**src/rtl/seq_detector_param.sv**
```systemverilog
// Serial pattern detector: compares the last PAT_W sampled bits against a loadable
// pattern and emits a registered one-cycle pulse per match, with a saturating match count.
module seq_detector_param #(
  parameter int             PAT_W     = 4,
  parameter logic [PAT_W-1:0] PAT_RESET = 4'b1101,
  parameter int             CNT_W     = 8
) (
  input  logic             clk,
  input  logic             clr,
  input  logic             en,
  input  logic             w,
  input  logic             overlap,
  input  logic             pat_load,
  input  logic [PAT_W-1:0] pat_in,
  input  logic             clr_cnt,
  output logic             out,
  output logic [CNT_W-1:0] match_cnt,
  output logic             cnt_sat
);

  localparam int FW = $clog2(PAT_W);
  localparam logic [FW-1:0] FILL_MAX = FW'(PAT_W - 1);

  typedef enum logic {S_FILL, S_ARMED} state_e;

  state_e           state_q, state_d;
  logic [PAT_W-2:0] hist_q, hist_d;
  logic [FW-1:0]    fill_q, fill_d;
  logic [PAT_W-1:0] pat_q, pat_d;
  logic [CNT_W-1:0] cnt_q, cnt_d;
  logic             out_q, sat_q, sat_d;
  logic [PAT_W-1:0] shifted;
  logic             match;

  always_ff @(posedge clk or negedge clr) begin
    if (!clr) begin
      state_q <= S_FILL;
      hist_q  <= '0;
      fill_q  <= '0;
      pat_q   <= PAT_RESET;
      cnt_q   <= '0;
      out_q   <= 1'b0;
      sat_q   <= 1'b0;
    end else begin
      state_q <= state_d;
      hist_q  <= hist_d;
      fill_q  <= fill_d;
      pat_q   <= pat_d;
      cnt_q   <= cnt_d;
      out_q   <= match;
      sat_q   <= sat_d;
    end
  end

  always_comb begin
    hist_d  = hist_q;
    fill_d  = fill_q;
    pat_d   = pat_q;
    cnt_d   = cnt_q;
    shifted = {hist_q, w};
    // Mealy match on the incoming bit; a pattern load wins over any sampled bit
    match   = en & ~pat_load & (state_q == S_ARMED) & (shifted == pat_q);

    if (pat_load) begin
      pat_d  = pat_in;
      hist_d = '0;
      fill_d = '0;
    end else if (en) begin
      hist_d = shifted[PAT_W-2:0];
      fill_d = (fill_q == FILL_MAX) ? FILL_MAX : fill_q + 1'b1;
      if (match && !overlap) fill_d = '0;
    end

    state_d = (fill_d == FILL_MAX) ? S_ARMED : S_FILL;

    if (clr_cnt)                     cnt_d = '0;
    else if (match && cnt_q != '1)   cnt_d = cnt_q + 1'b1;
    sat_d = (cnt_d == '1);
  end

  assign out       = out_q;
  assign match_cnt = cnt_q;
  assign cnt_sat   = sat_q;

endmodule

```
**config.mk**
```make
export PLATFORM = sky130hd
export DESIGN_NAME = seq_detector_param
export DESIGN_NICKNAME = d
export VERILOG_FILES = /design/src/rtl/seq_detector_param.sv
export SDC_FILE = /design/constraint.sdc
export NUM_CORES = 1
export LEC_CHECK = 0
export CORE_AREA = 2 2 58 60
export DETAILED_ROUTE_END_ITERATION = 8
export DIE_AREA = 0 0 60 62
export HOLD_SLACK_MARGIN = 0.1
export PLACE_DENSITY = 0.58
export REMOVE_ABC_BUFFERS = 1
export SYNTH_ARGS = -nofsm -noshare
export SYNTH_HDL_FRONTEND = slang
export SYNTH_SLANG_ARGS = --single-unit
```
**constraint.sdc**
```tcl
create_clock -name clk -period 2.9 [get_ports clk]
set_input_delay 0.435 -clock clk [delete_from_list [all_inputs] [get_ports clk]]
set_output_delay 0.435 -clock clk [all_outputs]
set_load 0.02 [all_outputs]
```
Word-level counts from Yosys, hierarchy flattened --
Cells that the tools add are included. Widths: inputs -> output; s select.
Storage, ports and cells: bits in registers 20, input port bits 11, output and inout bits 10, word-level logic and storage cells 31
Cells by class: $add $sub $neg 2, equality and inequality tests 5, mux-type cells 9, bitwise gates (word level) 4, reduce and logical (&&, ||, !) cells 4
Operator list (number):
- $mux 8 | 2
- $add 8x1->8 const B | 1
- $eq 8x8->1 const B | 1
- $mux 2 | 4
- $ne 8x8->1 const B | 1
- $mux 3 | 2
- $eq 2x2->1 const B | 2
- $eq 4x4->1 | 1
- $and 1x1->1 | 3
- $add 2x1->2 const B | 1
- $logic_and 1x1->1 | 2
- $reduce_bool 2->1 | 1
- $logic_not 1->1 | 1
- $mux 1 | 1
- $not 1->1 | 1

Logic depth before layout (Yosys ltp) --
depth in word-level cells 10, gate-level depth with buffers 7, depth with buffers taken out 7

Worst setup path before layout --
OpenSTA, ideal clock, no wires.
kind flip-flop to flip-flop, start point register cnt_q[3] (netlist: match_cnt[3]), end point register sat_q (netlist: cnt_sat), setup time 0.120 ns, arrival 1.740 ns, data required time 2.780 ns, path slack 1.040 ns, stages on the path, launching flop included 7, buffers on the path 1, period minus slack after synthesis 1.860 ns, cells stage by stage dfrtp_1 -> clkbuf_2 -> nand4_1 -> nor4_1 -> mux2_2 -> a21boi_1 -> and4_1
Between the ends: longest elaborated chain between the ends 5, elaborated cells between the ends (all ways) 6, those cells by class 1 x add/sub; 2 x eq/ne; 2 x mux; 1 x reduce/logical
Ends and longest elaborated chain:
- start, declared | line 30 | logic [CNT_W-1:0] cnt_q, cnt_d;
- start signal, assigned | line 49 | cnt_q <= cnt_d;
- parallel branches: the longest is 2 deep, another holds $add 8x1->8
- $mux 8 (*) | line 77 | else if (match && cnt_q != '1) cnt_d = cnt_q + 1'b1;
- $mux 8 (*) | line 76 | if (clr_cnt) cnt_d = '0;
- net cnt_d[7] | line 30
- $eq 8x8->1 (*) | line 78 | sat_d = (cnt_d == '1);
- net sat_d | line 31 | logic out_q, sat_q, sat_d;
- end signal, assigned | line 51 | sat_q <= sat_d;
- end, declared | line 31
Mark *: on every way through the listed nets, which the timed path passes. A chain may end at the register's enable or synchronous reset.

Final worst setup path --
start point input w, end point register sat_q (netlist: cnt_sat)
Between the ends: longest elaborated chain between the ends 6
Ends and longest elaborated chain:
- start, declared | line 11 | input logic w,
- $eq 4x4->1 | line 62 | match = en & ~pat_load & (state_q == S_ARMED) & (shifted == pat_q);
- $and 1x1->1 | line 62
- $logic_and 1x1->1 | line 77
- $mux 8 | line 77
- $mux 8 | line 76
- net cnt_d[7] | line 30
- $eq 8x8->1 | line 78
- net sat_d | line 31
The timed path passes the listed nets, and every way through them passes these cells.

==> key figures <==
Synth
  – Top_reg_cell synth: dfrtp_1
  – Synth Cell Area: 1040 sq um
  – Cell variety after synth: 37
  – Sequential fraction of the synthesis area: between 40% and 50%
  – Cells after Synth: 98
  – Synth area leaders: dfrtp_1, dfstp_2, xnor2_1
  – Syn Area/Cell: 10.6 sq um
  – Post-synth top area share: 40.8%
  – FFs w/ async S/R, synth: between 90% and 100%
  – YS warnings: 0
  – Yosys top cell by area: dfrtp_1
  – Number of synthesized flops with an enable pin: 0
  – #FFs+latches synth: 20

Critical path
  – Worst setup path class: input pin to flop
  – Reg-to-Reg End: cnt_sat
  – Crit path required time: slightly above 3000 ps
  – FF-to-FF setup slack: 850 ps
  – Crit path to: cnt_sat
  – CP Max Fanout: 4
  – Critical Path Start Type: input pin
  – R2R depth: 6
  – CP startpoint: w
  – Worst Path Arrival: between 2000 and 2500 ps
  – R2R Path Start: pat_q[2]
  – CP endpoint kind: flop

Floorplanning
  – Die Wd: ~60 um
  – Starting density of the core: between 30% and 40%
  – Core area: 3180 sq um
  – Number of core rows: 21
  – Die Ht: 62 um
  – Die area: 3720 sq um
  – IO Pins: 21

STA
  – Max Slew Vio Count: 0
  – Slew HR: 40.9%
  – Fmax: 472 MHz
  – Final worst path period share: 73.1%
  – Post-route minimum period: 2120 ps
  – Layout Skew: 0.920 ps
  – Setup-failing EPs final: 0
  – Hold Vio Cnt, Final: 0
  – Unrepaired setup endpoints after global routing: no
  – Worst Tran Pin Value: between 800 and 900 ps
  – Post-Route Setup TNS: 0 ps

Clock tree
  – Clock Latency Late Sink: 290 ps
  – Bufs on Longest Clock Path: 2
  – Root buffer cell: clkbuf_4
  – Num CTS Buffers: 3
  – Worst-path clk slew: 120 ps
  – Post-CTS Resized: 0
  – CTS H-tree depth: 1
  – Sink Count: 20
  – Post-CTS Setup Repair Bufs: 0
  – TritonCTS clock tree: done
  – Hold buffer count at cts: 0

Place
  – Port bufs: 20
  – Dpl hpwl: around 1.5 mm
  – Gpl congestion: ~0.83
  – Placed insts: 161

Pwr
  – VDD IR max: roughly 0.14 mV
  – Power Density: about 430 nW/um^2
  – Pleak: 0.536 nW

Run
  – Total of max-cap violations: 0

Global route
  – Initial antenna violation count: 0
  – Largest net degree at the start of global routing: 21
  – Vias in the first global route: 753
  – Total GRT Usage: 12.0%
  – Gr ovfl total: 0
  – First-pass GRT wire length: 3.34 mm

Finish
  – Final cell count without fillers: 165
  – Share of cells above drive strength 1: about 18%
  – Area Overhead vs Synth: 28.3%
  – Nets: approximately 130
  – Antenna cell count: 0

Route
  – DR vias: 784
  – Drt first pass iters: 4
  – 1st-iter DRT viols: 19
  – DRC viols: 0
  – Final WL: 2.10 mm
  – Avg WL per Cell: around 13 um
  – Number of routed nets with antenna violations: 0
  – Via density: 4.75

Outcome
  – Status: finished clean

Min path
  – Worst min-delay path class: flop to flop
critical path, stage by stage:
cell and delay [ps]:
clkdlybuf4s50_1 430, xnor2_1 200, nand4b_2 180, nor4_1 350, mux2_2 400, a21boi_1 130, and4_1 210
state kept, by name (all words and copies together) (netlist names):
signal	flops
fill_q	2
out	1
hist_q	3
state_q	1
match_cnt	8
cnt_sat	1
pat_q	4
placed cells by master (no fill, tap or decap), types with 3 or more instances in the layout:
master	n
clkdlybuf4s50_1	20
clkbuf_4	3
mux2i_1	4
dfrtp_1	17
nand4_1	3
mux2_2	5
dfstp_2	3
nand3_1	3
nor2b_1	4
nand2_1	4
nor2_1	14
xnor2_1	7
metrics by stage:
step	hold slack, ps	setup slack [ps]	power (mW)	area [sq um]	utilization [%]
3_5_place_dp	525	470	0.356	1280	40.4
6_report	548	780	0.576	1340	42.1
3_3_place_gp	516	552	0.355	1280	40.4
2_1_floorplan	139	1050	0.325	1010	-
5_1_grt	568	751	0.602	1340	42.1
4_1_cts	555	782	0.587	1340	42.1
cells in the mapped netlist (2+ instances only):
cell / number
a21oi_1: 2
buf_2: 2
dfrtp_1: 17
dfstp_2: 3
inv_1: 2
mux2_2: 5
mux2i_1: 4
nand2_1: 4
nand3_1: 3
nand4_1: 3
nor2_1: 14
nor2b_1: 4
nor3_1: 2
nor4_1: 2
o21ai_0: 2
xnor2_1: 7
xor2_1: 2
cell type report:
| type | count | area, sq um |
|---|---|---|
| fill | 318 | 1840 |
| sequential | 20 | 504 |
| multi-input combinational | 70 | 492 |
| timing repair buffer | 22 | 215 |
| tap | 46 | 57.6 |
| clock inverter | 1 | 30.0 |
| clock buffer | 3 | 22.5 |
| inverter | 3 | 16.3 |
layer usage:
| layer | vias to the layer above | wire [um] | GRT usage (%) | share of wire, % |
|---|---|---|---|---|
| met3 | 2 | 77 | 1.45 | 3.7 |
| met2 | 26 | 1050 | 20.7 | 50 |
| li1 | 389 | - | - | - |
| met5 | - | 0 | 0 | 0 |
| met1 | 367 | 942 | 14.6 | 45 |
| met4 | 0 | 21 | 6.67 | 1.0 |
worst min path at each step:
| stage | depth (start not counted) | startpoint | slack (ps) | end |
|---|---|---|---|---|
| 6_report | 1 | pat_q[1] | 550 | pat_q[1] |
| 5_1_grt | 1 | pat_q[1] | 570 | pat_q[1] |
| 4_1_cts | 1 | pat_q[1] | 550 | pat_q[1] |
| 3_5_place_dp | 1 | pat_q[1] | 520 | pat_q[1] |
| 3_3_place_gp | 1 | pat_q[1] | 520 | pat_q[1] |
| 2_1_floorplan | 0 | clr | 140 | cnt_sat |
where the power goes:
part | total [mW] | leakage (nW) | switching, mW | internal, mW
Sequential | 0.298 | 0.264 | 0.00626 | 0.291
Combinational | 0.0520 | 0.244 | 0.0226 | 0.0293
Clock | 0.226 | 0.0279 | 0.0870 | 0.140
logic make-up (layout without fill, tap and decap cells):
kind of cell	after synthesis	after routing	synth area share, %
buf+inv	8	29	4.44
compound gates	12	12	8.64
mux	9	9	9.24
flops	20	20	48.4
simple gates	39	39	20.5
fa+ha+maj	1	1	1.20
xor+xnor	9	9	7.56
(Power assumes the default switching activity.)
